===== config.mk =====
export PLATFORM = sky130hd
export DESIGN_NAME = tx_pll_lock_sequencer
export DESIGN_NICKNAME = d
export VERILOG_FILES = /design/src/rtl/tx_pll_lock_sequencer.sv
export SDC_FILE = /design/constraint.sdc
export NUM_CORES = 1
export LEC_CHECK = 0
export CAP_MARGIN = 20
export CORE_UTILIZATION = 60
export CTS_CLUSTER_SIZE = 24
export DETAILED_ROUTE_END_ITERATION = 16
export GPL_TIMING_DRIVEN = 0
export PLACE_DENSITY = 0.86
export SLEW_MARGIN = 30
export SYNTH_ARGS = -nofsm -noshare
export SYNTH_HDL_FRONTEND = slang
export SYNTH_SLANG_ARGS = --single-unit

===== constraint.sdc =====
create_clock -name i_clk -period 6.05 [get_ports i_clk]
set_input_delay 1.21 -clock i_clk [delete_from_list [all_inputs] [get_ports i_clk]]
set_output_delay 1.21 -clock i_clk [all_outputs]
set_load 0.1 [all_outputs]

===== src/rtl/tx_pll_lock_sequencer.sv =====
// -----------------------------------------------------------------------------
// tx_pll_lock_sequencer
//
// Brings up the transceiver TX PLL and its lane. The PLL/lane is held in
// reset, then the block waits for lock with a timeout and requires lock to
// stay up for a qualification window before the lane is released. Once the
// lane is up, a loss of lock sends the block back through a new reset attempt.
// Failed attempts are counted, and after too many the block parks in FAILED
// until software clears it.
//
// State | meaning
// ------+--------------------------------------------------------------
// 0     | IDLE       - sequence disabled, PLL held in reset
// 1     | PLL_RESET  - PLL reset asserted for RST_HOLD_CYCLES
// 2     | WAIT_LOCK  - reset released, waiting for qualified lock (timeout)
// 3     | STABLE     - lock seen, must hold for LOCK_STABLE_CYCLES
// 4     | READY      - lane released, monitoring for lock loss
// 5     | FAILED     - retry budget exhausted, waiting for RETRY_CLR
//
// Ports:
//   i_clk          fabric clock, all logic on rising edge
//   i_reset        synchronous active-high reset
//   i_enable       1 = run the sequence, 0 = return to IDLE
//   i_pll_lock     PLL fabric lock (asynchronous)
//   i_lock         PLL lock to lane (asynchronous)
//   i_retry_clr    pulse: clear retry counter / leave FAILED
//   o_pll_rst      active-high reset to PLL/lane datapath
//   o_lane_rst_n   active-low lane reset, released only in READY
//   o_tx_ready     high only in READY
//   o_lock_lost    one-cycle pulse when READY drops due to lock loss
//   o_failed       high only in FAILED
//   o_retry_cnt    failed attempts since last clear, saturating at 15
//   o_state        current state encoding
// -----------------------------------------------------------------------------
module tx_pll_lock_sequencer #(
    parameter int unsigned RST_HOLD_CYCLES     = 64,
    parameter int unsigned LOCK_TIMEOUT_CYCLES = 65536,
    parameter int unsigned LOCK_STABLE_CYCLES  = 1024,
    parameter int unsigned MAX_RETRIES         = 7
) (
    input  logic       i_clk,
    input  logic       i_reset,
    input  logic       i_enable,
    input  logic       i_pll_lock,
    input  logic       i_lock,
    input  logic       i_retry_clr,
    output logic       o_pll_rst,
    output logic       o_lane_rst_n,
    output logic       o_tx_ready,
    output logic       o_lock_lost,
    output logic       o_failed,
    output logic [3:0] o_retry_cnt,
    output logic [2:0] o_state
);

    localparam int unsigned MAX_AB = (RST_HOLD_CYCLES > LOCK_TIMEOUT_CYCLES) ?
                                     RST_HOLD_CYCLES : LOCK_TIMEOUT_CYCLES;
    localparam int unsigned MAX_P  = (MAX_AB > LOCK_STABLE_CYCLES) ?
                                     MAX_AB : LOCK_STABLE_CYCLES;
    localparam int unsigned CNT_W  = $clog2(MAX_P) + 1;

    localparam logic [CNT_W-1:0] RST_LOAD     = CNT_W'(RST_HOLD_CYCLES - 1);
    localparam logic [CNT_W-1:0] TIMEOUT_LOAD = CNT_W'(LOCK_TIMEOUT_CYCLES - 1);
    localparam logic [CNT_W-1:0] STABLE_LOAD  = CNT_W'(LOCK_STABLE_CYCLES - 1);
    localparam logic [CNT_W-1:0] CNT_ONE      = CNT_W'(1);
    localparam logic [3:0]       RETRY_LIMIT  = 4'(MAX_RETRIES);

    typedef enum logic [2:0] {
        S_IDLE      = 3'd0,
        S_PLL_RESET = 3'd1,
        S_WAIT_LOCK = 3'd2,
        S_STABLE    = 3'd3,
        S_READY     = 3'd4,
        S_FAILED    = 3'd5
    } state_t;

    state_t           r_state;
    logic [CNT_W-1:0] r_cnt;
    logic [3:0]       r_retry_cnt;
    logic             r_pll_lock_meta, r_pll_lock_sync;
    logic             r_lock_meta, r_lock_sync;
    logic             r_pll_rst, r_lane_rst_n, r_tx_ready, r_lock_lost, r_failed;

    state_t           w_state_nxt;
    logic [CNT_W-1:0] w_cnt_nxt;
    logic [3:0]       w_retry_nxt;
    logic             w_retry_inc;
    logic             w_lock_lost;
    logic             w_qlock;

    // Both lock indications must be up (after synchronisation) to count as lock.
    assign w_qlock = r_pll_lock_sync & r_lock_sync;

    always_comb begin
        w_state_nxt = r_state;
        w_cnt_nxt   = r_cnt;
        w_retry_inc = 1'b0;
        w_lock_lost = 1'b0;

        case (r_state)
            S_IDLE: begin
                if (i_enable) begin
                    w_state_nxt = S_PLL_RESET;
                    w_cnt_nxt   = RST_LOAD;
                end
            end
            S_PLL_RESET: begin
                if (r_cnt == '0) begin
                    w_state_nxt = S_WAIT_LOCK;
                    w_cnt_nxt   = TIMEOUT_LOAD;
                end else begin
                    w_cnt_nxt = r_cnt - CNT_ONE;
                end
            end
            S_WAIT_LOCK: begin
                // Lock arriving on the timeout cycle still wins.
                if (w_qlock) begin
                    w_state_nxt = S_STABLE;
                    w_cnt_nxt   = STABLE_LOAD;
                end else if (r_cnt == '0) begin
                    w_retry_inc = 1'b1;
                    if (r_retry_cnt >= RETRY_LIMIT) begin
                        w_state_nxt = S_FAILED;
                        w_cnt_nxt   = '0;
                    end else begin
                        w_state_nxt = S_PLL_RESET;
                        w_cnt_nxt   = RST_LOAD;
                    end
                end else begin
                    w_cnt_nxt = r_cnt - CNT_ONE;
                end
            end
            S_STABLE: begin
                // A dropout here is a glitch: restart the lock wait, no retry.
                if (!w_qlock) begin
                    w_state_nxt = S_WAIT_LOCK;
                    w_cnt_nxt   = TIMEOUT_LOAD;
                end else if (r_cnt == '0) begin
                    w_state_nxt = S_READY;
                    w_cnt_nxt   = '0;
                end else begin
                    w_cnt_nxt = r_cnt - CNT_ONE;
                end
            end
            S_READY: begin
                if (!w_qlock) begin
                    w_state_nxt = S_PLL_RESET;
                    w_cnt_nxt   = RST_LOAD;
                    w_retry_inc = 1'b1;
                    w_lock_lost = 1'b1;
                end
            end
            S_FAILED: begin
                if (i_retry_clr) begin
                    w_state_nxt = S_IDLE;
                    w_cnt_nxt   = '0;
                end
            end
            default: begin
                w_state_nxt = S_IDLE;
                w_cnt_nxt   = '0;
            end
        endcase

        // Disable overrides everything except FAILED, which only RETRY_CLR exits.
        if (!i_enable && (r_state != S_FAILED)) begin
            w_state_nxt = S_IDLE;
            w_cnt_nxt   = '0;
            w_retry_inc = 1'b0;
            w_lock_lost = 1'b0;
        end
    end

    always_comb begin
        w_retry_nxt = r_retry_cnt;
        if (i_retry_clr) begin
            w_retry_nxt = 4'd0;
        end else if (w_retry_inc && (r_retry_cnt != 4'hF)) begin
            w_retry_nxt = r_retry_cnt + 4'd1;
        end
    end

    always_ff @(posedge i_clk) begin
        if (i_reset) begin
            r_pll_lock_meta <= 1'b0;
            r_pll_lock_sync <= 1'b0;
            r_lock_meta     <= 1'b0;
            r_lock_sync     <= 1'b0;
        end else begin
            r_pll_lock_meta <= i_pll_lock;
            r_pll_lock_sync <= r_pll_lock_meta;
            r_lock_meta     <= i_lock;
            r_lock_sync     <= r_lock_meta;
        end
    end

    // Outputs are decoded from the next state so they line up with r_state.
    always_ff @(posedge i_clk) begin
        if (i_reset) begin
            r_state      <= S_IDLE;
            r_cnt        <= '0;
            r_retry_cnt  <= 4'd0;
            r_pll_rst    <= 1'b1;
            r_lane_rst_n <= 1'b0;
            r_tx_ready   <= 1'b0;
            r_lock_lost  <= 1'b0;
            r_failed     <= 1'b0;
        end else begin
            r_state      <= w_state_nxt;
            r_cnt        <= w_cnt_nxt;
            r_retry_cnt  <= w_retry_nxt;
            r_pll_rst    <= (w_state_nxt == S_IDLE) || (w_state_nxt == S_PLL_RESET) ||
                            (w_state_nxt == S_FAILED);
            r_lane_rst_n <= (w_state_nxt == S_READY);
            r_tx_ready   <= (w_state_nxt == S_READY);
            r_lock_lost  <= w_lock_lost;
            r_failed     <= (w_state_nxt == S_FAILED);
        end
    end

    assign o_pll_rst    = r_pll_rst;
    assign o_lane_rst_n = r_lane_rst_n;
    assign o_tx_ready   = r_tx_ready;
    assign o_lock_lost  = r_lock_lost;
    assign o_failed     = r_failed;
    assign o_retry_cnt  = r_retry_cnt;
    assign o_state      = r_state;

endmodule


Yosys cells after proc, flatten, opt, wreduce, memory -nomap -nowiden
Index checks and enable logic that the tools add are counted.
{ "totals": {"regBits": 32, "input_bits": 6, "out_inout_bits": 12} }
{ "classes": {"add_sub_neg": 2, "n_lt_le_gt_ge": 1, "eq_ne": 13, "n_mux": 26, "bitwise": 2, "reduce_logical": 12} }
{ "op_table": {"columns": ["operator", "count"], "rows": [
  ["17-bit two-way mux", 8],
  ["17-bit case mux with 6 select lines", 1],
  ["3-bit two-way mux", 10],
  ["3-bit case mux with 6 select lines", 1],
  ["17-bit zero test", 1],
  ["17-bit by 1-bit subtractor with 17-bit output (second input constant)", 1],
  ["3-bit == test (second input constant)", 4],
  ["3-bit by 1-bit == test with 1-bit output (second input constant)", 2],
  ["3-bit by 2-bit == test with 1-bit output (second input constant)", 2],
  ["3-bit zero test", 2],
  ["6-bit two-way mux", 1],
  ["2-bit != test (second input constant)", 3],
  ["4-bit by 1-bit adder with 4-bit output (second input constant)", 1],
  ["4-bit by 3-bit greater-or-equal comparator with 1-bit output (second input constant)", 1],
  ["1-bit two-way mux", 4],
  ["4-bit != test (second input constant)", 1],
  ["2-bit OR reduction", 2],
  ["3-bit != test (second input constant)", 1],
  ["3-bit AND reduction", 1],
  ["3-bit OR reduction", 1],
  ["1-bit logical AND", 2],
  ["1-bit logical OR", 2],
  ["1-bit case mux with 2 select lines", 1],
  ["1-bit AND", 1],
  ["2 further kinds", 2]
]} }

Depth between registers and ports, before layout
Gate-level depths: netlist (run 1).
{ "logic_depth": {"ltp_word": 9, "mapped_depth": 8, "ltp_nobuf": 7} }

Least setup slack after synthesis (run 1)
OpenSTA, ideal clock, no wires.
{ "synth_path": {"kind": "in2reg", "startpoint": "input port i_enable", "endpoint": "register r_cnt[2]", "setup_time_ps": 79, "arrival_ps": 2562, "required_time_ps": 5971, "path_slack_ps": 3409, "cell_stages": 6, "path_buffers": 1, "path_cell_list": "clkbuf_1 -> nor3b_1 -> o21ai_0 -> a21oi_1 -> a21oi_1 -> o211ai_1"} }
{ "synth_between": {"elab_chain_cells": 3, "elab_cells_between_ends": 5} }
{ "synth_rtl": {"columns": ["element", "line_no", "rtl"], "rows": [
  ["from (decl)", "43", "input logic i_enable,"],
  ["branches (longest 3 deep; another with 3-bit AND reduction)", null, null],
  ["to (signal assigned)", "210", "r_cnt <= w_cnt_nxt;"],
  ["to (decl)", "78", "logic [CNT_W-1:0] r_cnt;"]
]} }
Several ways; the timed one is not identified.
A chain may end at the register's enable or synchronous reset.

Worst setup path after layout (run 1)
{ "layout_path": {"startpoint": "register r_state[1], in the netlist o_state[1]", "endpoint": "output port o_state[1]"} }
{ "layout_rtl": {"columns": ["element", "line_no", "rtl"], "rows": [
  ["from (decl)", "77", "state_t r_state;"],
  ["from (signal assigned)", "209", "r_state <= w_state_nxt;"],
  ["to (decl)", "53", "output logic [2:0] o_state"]
]} }
No word-level cell between the ends.

==> metrics.txt, run 1 <==
# TYPE chip_impl_metric gauge
chip_impl_info{name="critPathTopFamily",value="buffers and inverters"} 1
chip_impl_info{name="critical_setup_path_class",value="register to primary output"} 1
chip_impl_metric{name="layout-drive-gt1-share",unit="%"} 8.511
chip_impl_metric{name="p_seq_share",unit="%"} 44.3
chip_impl_metric{name="yosysSeqAreaShare",unit="%"} 30.77
chip_impl_metric{name="floorplan.initialDensity",unit="%"} 62.39
chip_impl_info{name="clock_tree.root_cell",value="sky130_fd_sc_hd__clkbuf_4"} 1
chip_impl_metric{name="grt_usage",unit="%"} 31.81
chip_impl_metric{name="postPlaceCellArea",unit="um^2"} 2300
chip_impl_info{name="synth_ff_type",value="sky130_fd_sc_hd__dfxtp_1"} 1
chip_impl_metric{name="floorplan.die_area",unit="um^2"} 3709
chip_impl_metric{name="buffers_added_on_ports",unit=""} 16
chip_impl_metric{name="totalNegativeSetupSlack",unit="ns"} 0
chip_impl_metric{name="antenna_violations_before_repair",unit=""} 0
chip_impl_metric{name="hold-worst-slack",unit="ns"} 0.4442
chip_impl_metric{name="p_switching",unit="mW"} 0.1926
chip_impl_metric{name="cts_max_level",unit=""} 2
chip_impl_metric{name="worst-endpoint-required",unit="ns"} 4.84
chip_impl_metric{name="final_hold_viol_count",unit=""} 0
chip_impl_info{name="min-delay-path-class",value="register to register"} 1
chip_impl_metric{name="critical_path_arrival",unit="ns"} 2.05
chip_impl_metric{name="swShare",unit="%"} 35.67
chip_impl_metric{name="cp_num_cells",unit=""} 1
chip_impl_metric{name="cellLeakagePower",unit="nW"} 0.8969
chip_impl_info{name="setup.worst_path.start_class",value="register"} 1
chip_impl_info{name="layout_commonest_cell",value="sky130_fd_sc_hd__dfxtp_1"} 1
chip_impl_metric{name="finish.net_count",unit=""} 291
chip_impl_metric{name="fp.dieH",unit="um"} 60.91
chip_impl_metric{name="vdd_ir_drop_max",unit="V"} 0.0001415
chip_impl_metric{name="syn_avg_cell_area",unit="um^2"} 8.039
chip_impl_info{name="grt_setup_unrepaired",value="no"} 1
chip_impl_metric{name="powerDensity",unit="nW/um^2"} 228.3
chip_impl_metric{name="max_stage_delay",unit="ns"} 1.20
chip_impl_metric{name="synth_fp_nets",unit=""} 268
chip_impl_metric{name="slew_headroom",unit="%"} 34.71
chip_impl_metric{name="clock_tree.buffer_depth",unit=""} 2
chip_impl_metric{name="final_report_setup_violation_count",unit=""} 0
chip_impl_metric{name="synthDistinctLibCells",unit=""} 57
chip_impl_metric{name="min_delay_path_depth",unit=""} 1
chip_impl_metric{name="max_freq",unit="GHz"} 0.3068
chip_impl_metric{name="antenna_cells_inserted",unit=""} 0
chip_impl_metric{name="share_clk_of_total_power",unit="%"} 25.6
chip_impl_info{name="run_status",value="finished clean"} 1
chip_impl_metric{name="final-max-slew-violation-count",unit=""} 0
chip_impl_metric{name="netlist_instances",unit=""} 259
chip_impl_metric{name="cts.clk_slew.worst_paths",unit="ns"} 0.10
chip_impl_metric{name="pin_count",unit=""} 18
chip_impl_metric{name="worst_slew_pin_slew",unit="ns"} 0.9763
chip_impl_metric{name="clock_skew",unit="ns"} 0.005685
chip_impl_metric{name="drt-initial-drc-count",unit=""} 249
chip_impl_info{name="cts_tree",value="built"} 1
chip_impl_metric{name="cts_sinks",unit=""} 32
chip_impl_metric{name="vias_per_cell",unit=""} 6.354
chip_impl_metric{name="register_bit_count_reported_by_yosys",unit=""} 32
chip_impl_info{name="endpoint_kind",value="primary output"} 1
chip_impl_metric{name="internal-power",unit="mW"} 0.3473
chip_impl_metric{name="detail_route.wirelength",unit="mm"} 5.343
chip_impl_metric{name="synth-edff-count",unit=""} 0
chip_impl_metric{name="detailroute.via_count",unit=""} 2084
chip_impl_metric{name="cts_hold_repair.buffers",unit=""} 0
chip_impl_metric{name="combinationalPowerShare",unit="%"} 30.1
chip_impl_info{name="worst_path_max_delay_cell",value="sky130_fd_sc_hd__clkdlybuf4s50_1"} 1
chip_impl_metric{name="report.power.total",unit="mW"} 0.5399
chip_impl_metric{name="dr.pass1.iters",unit=""} 4
chip_impl_metric{name="finalWorstPathRequiredPeriod",unit="ns"} 3.259
chip_impl_metric{name="via_count_of_the_first_global_routing_pass",unit=""} 1812
chip_impl_metric{name="path_buf_inv",unit=""} 1
chip_impl_metric{name="placement_rows",unit=""} 21
chip_impl_metric{name="die_x",unit="um"} 60.91
chip_impl_metric{name="utilization",unit="%"} 70.87
chip_impl_metric{name="timing.reg2reg.worst_path_depth",unit=""} 8
chip_impl_info{name="mostFrequentLayoutCells",value="sky130_fd_sc_hd__dfxtp_1 (32), sky130_fd_sc_hd__nand2_1 (22), sky130_fd_sc_hd__clkdlybuf4s50_1 (16)"} 1
chip_impl_metric{name="design.core.area",unit="um^2"} 3337
chip_impl_metric{name="antenna_violating_nets_left",unit=""} 0
chip_impl_metric{name="clk-insertion-delay-late",unit="ns"} 0.34
chip_impl_metric{name="cts_buffers",unit=""} 5
chip_impl_metric{name="crit_fanout",unit=""} 10
chip_impl_metric{name="routedWlPerCell",unit="um"} 16.29
chip_impl_metric{name="synth.yosys.warnings",unit=""} 0
chip_impl_metric{name="routabilityCongestion",unit=""} 0.9063
chip_impl_metric{name="layout.cell_area.non_filler",unit="um^2"} 2365
chip_impl_metric{name="ys_async_sr_fraction",unit="%"} 0
chip_impl_metric{name="timing.final.crit_share",unit="%"} 53.87
chip_impl_metric{name="grt_pass1_wl",unit="mm"} 8.590
chip_impl_metric{name="max_cap_violations",unit=""} 0
chip_impl_metric{name="flow.area_growth_from_synthesis",unit="%"} 13.58
chip_impl_info{name="path_cells",value="clkdlybuf4s50_1"} 1
chip_impl_metric{name="setup_bufs_post_cts",unit=""} 0
chip_impl_metric{name="globalRouteOverflowTotal",unit=""} 0
chip_impl_metric{name="dp_hpwl",unit="mm"} 3.851
chip_impl_metric{name="postCtsResizedCells",unit=""} 0
chip_impl_metric{name="mappedNetlistArea",unit="um^2"} 2082
chip_impl_metric{name="remaining_drc_errors",unit=""} 0
chip_impl_metric{name="grt_start_max_net_pins",unit=""} 11
## synthesized netlist by cell type, drive strengths merged (6+ instances only)
library cell	n	share of area (%)
nand3	10	2.4
nand2	22	4.0
clkbuf	12	2.2
dfxtp	32	31
and2	6	1.8
a21oi	15	3.6
inv	9	1.6
nor2	11	2.0
nand4	7	2.4
nor3	15	3.6
nor4	11	6.1
o21ai	15	3.8
nor2b	9	2.7
## through the flow
stage / instances / setup slack [ns]
floorplan: 259 / 3.409
global placement: 321 / 2.797
detailed placement: 321 / 2.788
CTS: 328 / 2.808
global route: 328 / 2.745
finish: 328 / 2.791
## registers in the layout, summed over array words and instances, names as in the netlist
name,flops
o_lock_lost,1
r_pll_lock_sync,1
o_retry_cnt,4
o_state,3
o_failed,1
r_cnt,17
r_lock_meta,1
r_lock_sync,1
r_pll_lock_meta,1
o_tx_ready,1
o_pll_rst,1
## logic make-up (layout without fill, tap and decap cells)
| logic type | after synthesis | count (layout) | synth area share [%] |
|---|---|---|---|
| adder cells (fa/ha/maj) | 3 | 3 | 1.803 |
| XOR/XNOR | 7 | 7 | 2.945 |
| multiplexers | 2 | 2 | 0.9616 |
| AO/OA/AOI/OAI | 71 | 71 | 23.50 |
| buffers and inverters | 24 | 47 | 4.747 |
| flip-flops | 32 | 32 | 30.77 |
| AND/OR/NAND/NOR | 120 | 120 | 35.28 |
## power groups by stage
stage,combinational [mW],sequential [mW],clock (mW)
final,0.163,0.239,0.138
after global routing,0.179,0.241,0.148
after CTS,0.159,0.239,0.139
after detailed placement,0.158,0.243,0
after global placement,0.155,0.243,0
after floorplan,0.117,0.246,0
## metal layers
layer  wire length, um  global-route usage (%)
met4               102                   12.66
met1              2444                   43.38
met2              2455                   47.72
met3               340                   8.529
met5                 0                       0
## final timing paths
path | start | end | slack (ns)
setup / recovery | o_state[1] | o_state[1] | 2.79
hold / removal | r_lock_meta | r_lock_sync | 0.44
setup reg to reg | r_cnt[0] | r_cnt[11] | 3.68
hold reg to reg | r_lock_meta | r_lock_sync | 0.44
## final cells by class
class | instances | area, um^2
fill | 296 | 972.2
inverter | 9 | 33.78
tap | 46 | 57.56
buffer | 15 | 65.06
timing repair buffer | 16 | 160.2
multi-input combinational | 203 | 1343
sequential | 32 | 640.6
clock buffer | 7 | 65.06
(Power assumes the default switching activity.)
==> run 2: changes to the inputs <==
Settings changed: CORE_UTILIZATION 60 to 52, PLACE_DENSITY 0.86 to 0.8.
Clock period 6.05 ns to 2.8 ns, I/O delays scaled along.
==> metrics.txt, run 2 (synthesis gave the netlist of run 1 again) <==
# TYPE chip_impl_metric gauge
chip_impl_info{name="run_status",value="finished clean"} 1
chip_impl_metric{name="finalWorstPathRequiredPeriod",unit="ns"} 2.552
chip_impl_info{name="clock_tree.root_cell",value="sky130_fd_sc_hd__clkbuf_8"} 1
chip_impl_metric{name="pin_count",unit=""} 18
chip_impl_info{name="critical_setup_path_class",value="register to primary output"} 1
chip_impl_metric{name="path_buf_inv",unit=""} 1
chip_impl_metric{name="placement_rows",unit=""} 22
chip_impl_metric{name="finish.net_count",unit=""} 291
chip_impl_metric{name="floorplan.initialDensity",unit="%"} 55.61
chip_impl_metric{name="postCtsResizedCells",unit=""} 0
chip_impl_metric{name="antenna_violations_before_repair",unit=""} 0
chip_impl_metric{name="final-max-slew-violation-count",unit=""} 0
chip_impl_metric{name="timing.final.crit_share",unit="%"} 91.14
chip_impl_metric{name="groute.layer.met3.usage",unit="%"} 6.250
chip_impl_metric{name="clock_tree.buffer_depth",unit=""} 2
chip_impl_metric{name="antenna_violating_nets_left",unit=""} 0
chip_impl_metric{name="floorplan.die_area",unit="um^2"} 4261
chip_impl_metric{name="vias_per_cell",unit=""} 6.420
chip_impl_info{name="min-delay-path-class",value="register to register"} 1
chip_impl_metric{name="critical_path_arrival",unit="ns"} 1.99
chip_impl_info{name="cts_tree",value="built"} 1
chip_impl_metric{name="cts_buffers",unit=""} 5
chip_impl_metric{name="die_x",unit="um"} 65.28
chip_impl_metric{name="detailroute.via_count",unit=""} 2125
chip_impl_metric{name="cts_hold_repair.buffers",unit=""} 0
chip_impl_metric{name="flow.area_growth_from_synthesis",unit="%"} 14.90
chip_impl_metric{name="via_count_of_the_first_global_routing_pass",unit=""} 1955
chip_impl_metric{name="setup_bufs_post_cts",unit=""} 0
chip_impl_metric{name="met2_demand_to_capacity_share_in_global_routing",unit="%"} 46.65
chip_impl_metric{name="largest_register_ff_count",unit=""} 17
chip_impl_metric{name="final_cell_count_no_fill",unit=""} 331
chip_impl_metric{name="clock_skew",unit="ns"} 0.006164
chip_impl_metric{name="multiInputGateArea",unit="um^2"} 1343
chip_impl_metric{name="globalRouteOverflowTotal",unit=""} 0
chip_impl_metric{name="max_freq",unit="GHz"} 0.3919
chip_impl_metric{name="storage_cell_area",unit="um^2"} 640.6
chip_impl_metric{name="crit_fanout",unit=""} 10
chip_impl_metric{name="cellLeakagePower",unit="nW"} 0.9050
chip_impl_metric{name="fillers",unit=""} 337
chip_impl_metric{name="design.core.area",unit="um^2"} 3744
chip_impl_info{name="top_usage_layer",value="met2"} 1
chip_impl_metric{name="cts_max_level",unit=""} 2
chip_impl_metric{name="cts.clk_slew.worst_paths",unit="ns"} 0.06
chip_impl_metric{name="placed_cells",unit=""} 323
chip_impl_metric{name="fp.dieH",unit="um"} 65.28
chip_impl_metric{name="remaining_drc_errors",unit=""} 0
chip_impl_metric{name="worst-endpoint-required",unit="ns"} 2.24
chip_impl_info{name="layout_commonest_cell",value="sky130_fd_sc_hd__dfxtp_1"} 1
chip_impl_info{name="mostFrequentLayoutCells",value="sky130_fd_sc_hd__dfxtp_1 (32), sky130_fd_sc_hd__nand2_1 (22), sky130_fd_sc_hd__clkdlybuf4s50_1 (16)"} 1
chip_impl_metric{name="gr-usage-met1",unit="%"} 38.81
chip_impl_metric{name="dr.pass1.iters",unit=""} 5
chip_impl_info{name="worst_path_max_delay_cell",value="sky130_fd_sc_hd__clkdlybuf4s50_1"} 1
chip_impl_metric{name="routedWlPerCell",unit="um"} 17.19
chip_impl_metric{name="grt_pass1_wl",unit="mm"} 9.570
chip_impl_metric{name="worst_slew_pin_slew",unit="ns"} 0.9964
chip_impl_metric{name="max_stage_delay",unit="ns"} 1.20
chip_impl_metric{name="antenna_cells_inserted",unit=""} 0
chip_impl_info{name="setup.worst_path.start_class",value="register"} 1
chip_impl_metric{name="layout-drive-gt1-share",unit="%"} 8.127
chip_impl_info{name="critPathTopFamily",value="buffers and inverters"} 1
chip_impl_info{name="endpoint_kind",value="primary output"} 1
chip_impl_metric{name="final_report_setup_violation_count",unit=""} 0
chip_impl_metric{name="final_hold_viol_count",unit=""} 0
chip_impl_info{name="grt_setup_unrepaired",value="no"} 1
chip_impl_metric{name="dp_hpwl",unit="mm"} 4.051
chip_impl_metric{name="totalNegativeSetupSlack",unit="ns"} 0
chip_impl_metric{name="drt-initial-drc-count",unit=""} 228
chip_impl_metric{name="grt_start_max_net_pins",unit=""} 11
chip_impl_metric{name="clk-insertion-delay-late",unit="ns"} 0.29
chip_impl_metric{name="powerDensity",unit="nW/um^2"} 519.5
chip_impl_metric{name="cts_sinks",unit=""} 32
chip_impl_metric{name="routabilityCongestion",unit=""} 0.9366
chip_impl_info{name="top_register",value="r_cnt"} 1
chip_impl_metric{name="detail_route.wirelength",unit="mm"} 5.691
chip_impl_metric{name="buffers_added_on_ports",unit=""} 16
chip_impl_metric{name="grt_usage",unit="%"} 29.38
chip_impl_metric{name="vdd_ir_drop_max",unit="V"} 0.0002553
chip_impl_metric{name="slew_headroom",unit="%"} 33.37
chip_impl_metric{name="max_cap_violations",unit=""} 0
chip_impl_info{name="path_cells",value="clkdlybuf4s50_1"} 1
-- run 2: cell count changes in the layout (fill, tap and decap cells not counted) --
cell	before	now
sky130_fd_sc_hd__clkbuf_4	5	0
sky130_fd_sc_hd__clkbuf_8	2	6
sky130_fd_sc_hd__clkbuf_1	12	14
-- run 2: per-stage QoR --
| step | setup slack, ns | util [%] | power, mW | hold WS (ns) | instance area, um^2 |
|---|---|---|---|---|---|
| 2_1_floorplan | 0.3354 | - | 0.7846 | 0.4138 | 2082 |
| 3_3_place_gp | 0.2001 | 61.50 | 0.8634 | 0.4173 | 2302 |
| 3_5_place_dp | 0.1452 | 61.50 | 0.8703 | 0.4370 | 2302 |
| 4_1_cts | 0.2632 | 63.90 | 1.241 | 0.4520 | 2392 |
| 5_1_grt | 0.1853 | 63.90 | 1.307 | 0.4628 | 2392 |
| 6_report | 0.2482 | 63.90 | 1.243 | 0.4522 | 2392 |
-- run 2: layer usage --
metal  routed length [um]  vias to the layer above
li1                     -                     1014
met1                 2500                     1007
met2                 2651                       87
met3                  420                       17
met4                  118                        0
met5                    0                        -
-- run 2: final cells by class --
| type | instances | area share [%] |
|---|---|---|
| buffer | 15 | 2.720 |
| inverter | 9 | 1.412 |
| tap | 48 | 2.510 |
| timing repair buffer | 16 | 6.695 |
| sequential | 32 | 26.78 |
| multi-input combinational | 203 | 56.12 |
| clock buffer | 8 | 3.766 |
-- run 2: path summary, 6_finish.rpt --
path,to,slack (ns),startpoint,cells after the start
setup / recovery,o_state[1],0.25,o_state[1],1
hold / removal,r_lock_sync,0.45,r_lock_meta,1
setup reg to reg,r_cnt[12],0.37,r_cnt[0],8
hold reg to reg,r_lock_sync,0.45,r_lock_meta,1
-- run 2: where the power goes --
part	leakage, nW	switching [mW]	internal (mW)
Clock	0.0455	0.169	0.200
Sequential	0.261	0.0387	0.480
Combinational	0.599	0.226	0.129
